$ cat config.mk
export PLATFORM = sky130hd
export DESIGN_NAME = feature_row_streamer
export DESIGN_NICKNAME = d
export VERILOG_FILES = /design/src/rtl/feature_row_streamer.sv
export SDC_FILE = /design/constraint.sdc
export NUM_CORES = 2
export LEC_CHECK = 0
export ABC_AREA = 1
export ABC_CLOCK_PERIOD_IN_PS = 4300
export BUFFER_PORTS_ARGS = -buffer_cell sky130_fd_sc_hd__clkbuf_2
export CORE_AREA = 3 3 674 676
export CTS_CLUSTER_DIAMETER = 50
export DETAILED_ROUTE_END_ITERATION = 16
export DIE_AREA = 0 0 677 679
export PLACE_DENSITY = 0.35
export SLEW_MARGIN = 30
export SYNTH_ARGS = -nofsm -noshare
export SYNTH_HDL_FRONTEND = slang
export SYNTH_SLANG_ARGS = --single-unit
$ cat constraint.sdc
create_clock -name clk -period 4.3 [get_ports clk]
set_input_delay 0 -clock clk [delete_from_list [all_inputs] [get_ports clk]]
set_output_delay 0 -clock clk [all_outputs]
set_load 0.01 [all_outputs]
$ cat src/rtl/feature_row_streamer.sv
// Captures a flat H*K feature map on done_i and streams it one channel per
// valid/ready beat, applying optional ReLU and 1x2 max-pool on the way out.
module feature_row_streamer #(
    parameter int H          = 24,
    parameter int K          = 8,
    parameter int DATA_WIDTH = 8,
    parameter int RELU       = 1,
    parameter int POOL       = 0,
    localparam int OW        = (POOL != 0) ? H / 2 : H,
    localparam int CH_W      = $clog2(K + 1)
) (
    input  logic                          clk,
    input  logic                          rst_n,
    input  logic [H*K*DATA_WIDTH-1:0]     feat_i,
    input  logic                          done_i,
    output logic [OW*DATA_WIDTH-1:0]      data_o,
    output logic [CH_W-1:0]               ch_o,
    output logic                          valid_o,
    input  logic                          ready_i,
    output logic                          last_o,
    output logic                          busy_o,
    output logic                          done_o,
    output logic                          overrun_o,
    output logic [1:0]                    state_o
);
    localparam int ROW_W = H * DATA_WIDTH;
    localparam logic [CH_W-1:0] LAST_CH = CH_W'(K - 1);

    typedef enum logic [1:0] {IDLE = 2'd0, STREAM = 2'd1, DONE = 2'd2} state_t;

    state_t                    state_q, state_d;
    logic [CH_W-1:0]           ch_q, ch_d;
    logic [H*K*DATA_WIDTH-1:0] buf_q;
    logic                      load;
    logic [ROW_W-1:0]          row;
    logic signed [DATA_WIDTH-1:0] elem [H];

    // rst_n is active-high despite its name; a reset abandons any frame in flight.
    always_ff @(posedge clk) begin
        if (rst_n) begin
            state_q <= IDLE;
            ch_q    <= '0;
            buf_q   <= '0;
        end else begin
            state_q <= state_d;
            ch_q    <= ch_d;
            if (load) buf_q <= feat_i;
        end
    end

    // A beat transfers on a rising edge where valid_o & ready_i; until then
    // valid_o, ch_o and data_o hold steady. ready_i is ignored outside STREAM.
    always_comb begin
        state_d   = state_q;
        ch_d      = ch_q;
        load      = 1'b0;
        valid_o   = 1'b0;
        last_o    = 1'b0;
        busy_o    = 1'b0;
        done_o    = 1'b0;
        overrun_o = 1'b0;
        case (state_q)
            IDLE: begin
                if (done_i) begin
                    load    = 1'b1;
                    ch_d    = '0;
                    state_d = STREAM;
                end
            end
            STREAM: begin
                valid_o   = 1'b1;
                busy_o    = 1'b1;
                last_o    = (ch_q == LAST_CH);
                overrun_o = done_i;
                if (ready_i) begin
                    if (ch_q == LAST_CH) state_d = DONE;
                    else                 ch_d    = ch_q + 1'b1;
                end
            end
            DONE: begin
                busy_o = 1'b1;
                done_o = 1'b1;
                if (done_i) begin
                    load    = 1'b1;
                    ch_d    = '0;
                    state_d = STREAM;
                end else begin
                    state_d = IDLE;
                end
            end
            default: state_d = IDLE;
        endcase
    end

    assign ch_o    = ch_q;
    assign state_o = state_q;
    assign row     = buf_q[int'(ch_q) * ROW_W +: ROW_W];

    for (genvar n = 0; n < H; n++) begin : g_elem
        logic signed [DATA_WIDTH-1:0] raw;
        assign raw     = row[n*DATA_WIDTH +: DATA_WIDTH];
        assign elem[n] = (RELU != 0 && raw < 0) ? '0 : raw;
    end

    if (POOL != 0) begin : g_pool
        // Ties keep the even element.
        for (genvar n = 0; n < OW; n++) begin : g_out
            assign data_o[n*DATA_WIDTH +: DATA_WIDTH] =
                (elem[2*n+1] > elem[2*n]) ? elem[2*n+1] : elem[2*n];
        end
    end else begin : g_pass
        for (genvar n = 0; n < OW; n++) begin : g_out
            assign data_o[n*DATA_WIDTH +: DATA_WIDTH] = elem[n];
        end
    end
endmodule

* After elaboration in Yosys (flattened, before gate mapping)
Cells that the tools add are included.
** Storage, ports and cells
- Register bits :: 1542
- Latch bits :: 0
- Bits in writable memories :: 0
- Bits in read-only memories :: 0
- Input bits :: 1540
- Word-level logic and storage cells :: 84
- Memories :: 0
** Operators by class
- Add/subtract/negate cells :: 1
- $mul :: 1
- Divide/modulo/power cells :: 0
- $lt $le $gt $ge :: 24
- Equal/unequal tests :: 8
- Shift-type cells :: 1
- Muxes and demuxes :: 40
- Bitwise gates (word level) :: 0
- Reductions and logical operators :: 6
** Operators by type and width (number)
- 1536-bit by 13-bit variable part select with 192-bit output :: 1
- 8-bit by 1-bit < comparator with 1-bit output, second input constant :: 24
- 8-bit 2-to-1 mux :: 24
- 4-bit 2-to-1 mux :: 3
- 1-bit 2-to-1 mux :: 8
- 2-bit != test, second input constant :: 4
- 4-bit case mux with 2 select lines :: 1
- 4-bit by 2-bit multiplier with 6-bit output, second input constant :: 1
- 2-bit 2-to-1 mux :: 3
- 2-bit case mux with 3 select lines :: 1
- 4-bit by 1-bit adder with 4-bit output, second input constant :: 1
- 4-bit by 3-bit == test with 1-bit output, second input constant :: 1
- 4-bit AND reduction :: 1
- 2-bit OR reduction :: 2
- 3-bit AND reduction :: 1
- 2-bit by 1-bit == test with 1-bit output, second input constant :: 1
- 2-bit == test, second input constant :: 1
- 2-bit logical NOT :: 1
- 2-bit by 1-bit != test with 1-bit output, second input constant :: 1
- 2-bit nonzero test :: 1

* Depth between registers and ports, before layout
- Depth after elaboration :: 4
- Depth in mapped cells :: 10
- Mapped depth without buffers :: 10

* Least setup slack after synthesis
OpenSTA, ideal clock, no wires.
- Kind :: register to register
- Start point :: register state_q[0], in the netlist state_o[0]
- End point :: register ch_q[0], in the netlist ch_o[0]
- Arrival :: 1.413 ns
- Required time :: 4.186 ns
- Slack :: 2.773 ns
- Cell stages (with the launch flop) :: 11
- Buffers on the path :: 0
- Period minus slack after synthesis :: 1.527 ns
- Cells stage by stage :: dfxtp_1 > inv_1 > ha_1 > inv_1 > nand2_1 > nor2_1 > nor2_1 > nand2_1 > nand2_1 > nand2_1 > nor2_1
** Between the ends
- Longest elaborated chain between the ends :: 4
- Elaborated cells between the ends (all ways) :: 10
- Classes of those cells :: 5 x eq/ne; 1 x mux; 4 x reduce/logical
** RTL lines
- from (decl) :: line 31 : state_t state_q, state_d;
- from (signal assigned) :: line 45 : state_q <= state_d;
- 2-bit == test or 2-bit logical NOT (tied branches) :: line 62 : case (state_q)
- 2-bit OR reduction (no source line)
- 2-bit by 1-bit != test with 1-bit output (no source line) or 2-bit nonzero test (tied branches)
- 4-bit AND reduction (no source line)
- to (signal assigned) :: line 46 : ch_q <= ch_d;
- to (decl) :: line 32 : logic [CH_W-1:0] ch_q, ch_d;
Several ways; a longest one is shown, not always the timed one.
A chain may end at the register's enable or synchronous reset.

* Worst setup path after layout
- Start point :: register ch_q[0], in the netlist ch_o[0]
- End point :: output data_o[77]
** Between the ends
- Longest elaborated chain between the ends :: 4
** RTL lines
- 4-bit by 2-bit multiplier with 6-bit output * :: line 97 : assign row = buf_q[int'(ch_q) * ROW_W +: ROW_W];
- 1536-bit by 13-bit variable part select with 192-bit output * :: line 97
- 8-bit by 1-bit < comparator with 1-bit output :: line 102 : assign elem[n] = (RELU != 0 && raw < 0) ? '0 : raw;
- 8-bit 2-to-1 mux * :: line 102
- to (decl) :: line 16 : output logic [OW*DATA_WIDTH-1:0] data_o,
Mark *: on every way between the ends. The rest lies on a longest branch, timed or not.

==> flow_summary.yaml <==
final_layout:
  nFillCells: 49400
  seq_area_um2: 30900
  nNetsFinal: 16200
  fin_cells: 20900
  final_area_um2: 124000
  syn_to_final_growth_pct: 78.2
  drive_above_1_share_pct: 16.4
  multi_input_area_um2: 29900
global_routing:
  grt.total_usage_pct: 18.8
  antenna_found_initial: 181
  grt_pass1_vias: 88300
  grt_pass1_wl_um: 641000
  grt-ovfl-total: 0
  grt_max_degree: 193
place:
  dpl.hpwl_um: 335000
  place.gp.congestion: 0.880
  numPortBuffers: 1718
  placed_area_um2: 84200
  dpl_worst_slack_ns: 1.20
  dp_cells: 17400
logic_synthesis:
  synth_ff_type: "dfxtp_1"
  synthTopCellsByArea: "dfxtp_1, a21oi_1, o21ai_0, nand2_1, nand3_1"
  ys_top_cells_by_count: "nand2_1, dfxtp_1, inv_1"
  synthCells: 10300
  ys_ff_latch: 1542
  synth.most_common_cell: "nand2_1"
  synth_top_area_cell: "dfxtp_1"
  syn_area_um2: 69700
  yosysSeqAreaShare_pct: 44.3
  avgSynthCellArea_um2: 6.74
  synth-edff-count: 0
  ys_types: 21
  yosys_warnings: 0
  async_flop_share_pct: 0
  synth_top_cell_area_share_pct: 44.3
critical_path:
  critPathLaunch: "ch_o[0]"
  critical_path_class: "flop to output port"
  arrival_ns: 3.80
  start_kind: "flop"
  r2r_setup_slack_ns: 1.38
  critical_path_required_ns: 4.30
  r2r_end: "buf_q[41]"
  critPathMaxFanout: 55
  crit_path_end: "data_o[77]"
  reg2regPathDepth: 6
  rr_startpoint: "state_o[0]"
  worst_setup_path_end_kind: "output port"
pwr:
  p_total_uw: 71400
  leakagePower_uw: 0.0544
  vdd_drop_max_v: 0.000346
  power_density_nw_per_um2: 575
floorplan:
  ios: 1743
  initial_core_util_pct: 15.5
  die_w_um: 677
  num_rows: 246
  die_y_um: 679
  die_area_um2: 460000
  core_um2: 449000
timing:
  tns_ns: 0
  setup_violations: 0
  tightest_slew_ns: 1.33
  setup_ws_ns: 0.505
  layout_min_cycle_time_ns: 3.80
  fin_crit_sh_pct: 88.3
  timing.fmax_ghz: 0.263
  fin_skew_ns: 0.0433
  relSlewSlack_pct: 10.2
  report.final.slew_viol_count: 0
  rsz0062_at_grt: "no"
  hold_violations: 0
outcome:
  status: "finished, final reports clean"
drt:
  drc_errors: 0
  firstDrtPassIters: 6
  postRouteAntennaNets: 0
  postRouteWirelength_um: 453000
  drt-initial-drc-count: 5825
  wl_per_cell_um: 21.6
  num_vias: 87500
  vias_per_cell: 4.18
clock_network:
  clockBufferDepth: 4
  cts_htree_levels: 5
  cts_buffers: 301
  cts_root_buffer: "clkbuf_16"
  postCtsSetupBuffers: 0
  clock_sinks: 1542
  clk_pin_slew_worst_paths_ns: 0.05
  cts_tree: "done"
  clk-insertion-delay-late_ns: 0.92
worst_hold_path:
  hold_path_class: "input port to flop"
flow_run:
  cap_violations: 0
## worst min-delay path by stage
| stage | startpoint | to | cells past startpoint |
|---|---|---|---|
| 4_1_cts | feat_i[742] | buf_q[742] | 4 |
| 6_report | feat_i[670] | buf_q[670] | 4 |
| 2_1_floorplan | rst_n | ch_o[2] | 1 |
| 3_5_place_dp | feat_i[123] | buf_q[123] | 3 |
| 3_3_place_gp | feat_i[123] | buf_q[123] | 3 |
| 5_1_grt | feat_i[361] | buf_q[361] | 4 |
## kinds of logic after synthesis
family | Yosys count | share of synthesized area [%]
buf+inv | 2239 | 12.9
compound gates | 2910 | 20.9
simple gates | 3645 | 21.8
other cells | 1 | 0.00538
fa+ha+maj | 6 | 0.108
flops | 1542 | 44.3
## cell type report
class,count,share of cell area [%]
multi-input cells,6585,24.1
clock buffers,391,6.75
inverters,1386,4.22
well taps,5952,6.00
diodes,129,0.260
flip-flops and latches,1542,24.9
clock inverters,150,1.81
repair buffers,4795,32.0
## power breakdown
group          internal, uW  total [uW]  switching, uW
registers             16900       17700            759
logic                  9010       28800          19800
clock network         15900       24900           9020
## stage by stage
step / hold WS [ns] / utilization (%)
after floorplan: 0.0691 / -
after global placement: 0.230 / 18.8
after detailed placement: 0.234 / 18.8
after CTS: 0.0000697 / 27.6
after global routing: 0.0385 / 27.7
final: 0.0820 / 27.7
## flip-flops by register name, summed over array words and instances (netlist names)
register and flops:
buf_q 1536, ch_o 4, state_o 2
## per-layer routing
| metal | wire length (um) | up-vias | part of all wire, % | track usage (%) |
|---|---|---|---|---|
| li1 | - | 42000 | - | - |
| met1 | 200000 | 41900 | 44 | 24.3 |
| met2 | 215000 | 2706 | 47 | 31.7 |
| met3 | 21600 | 834 | 4.8 | 2.79 |
| met4 | 16900 | 48 | 3.7 | 6.91 |
| met5 | 299 | - | 0.066 | 0 |
## cell usage in the layout, fill, tap and decap left out, drive strengths merged, types with 177 or more instances in the layout
cell type	synthesis	routed
o21ai	1539	1539
nor2	902	902
nand3	1132	1132
dfxtp	1542	1542
a21oi	1371	1371
inv	1385	1405
nand2	1609	1609
clkbuf	431	2109
dlygate4sd3	0	2900
buf	422	177
## critical path, cell delays in order, from the launching register on
cell and delay (ns):
dfxtp_4 0.64, buf_12 0.27, buf_12 0.32, nand2_1 0.16, nand3_1 0.11, nand2_1 0.08
nor2_1 0.34, nor2_2 0.21, nor2_1 0.29, clkbuf_2 0.28
## repair_timing
item                                   4_1_cts  5_1_grt
resized for setup                            0        0
endpoints found under the hold margin     1542        0
hold buffers                              2900        0
Power figures use the tool's default switching activity.
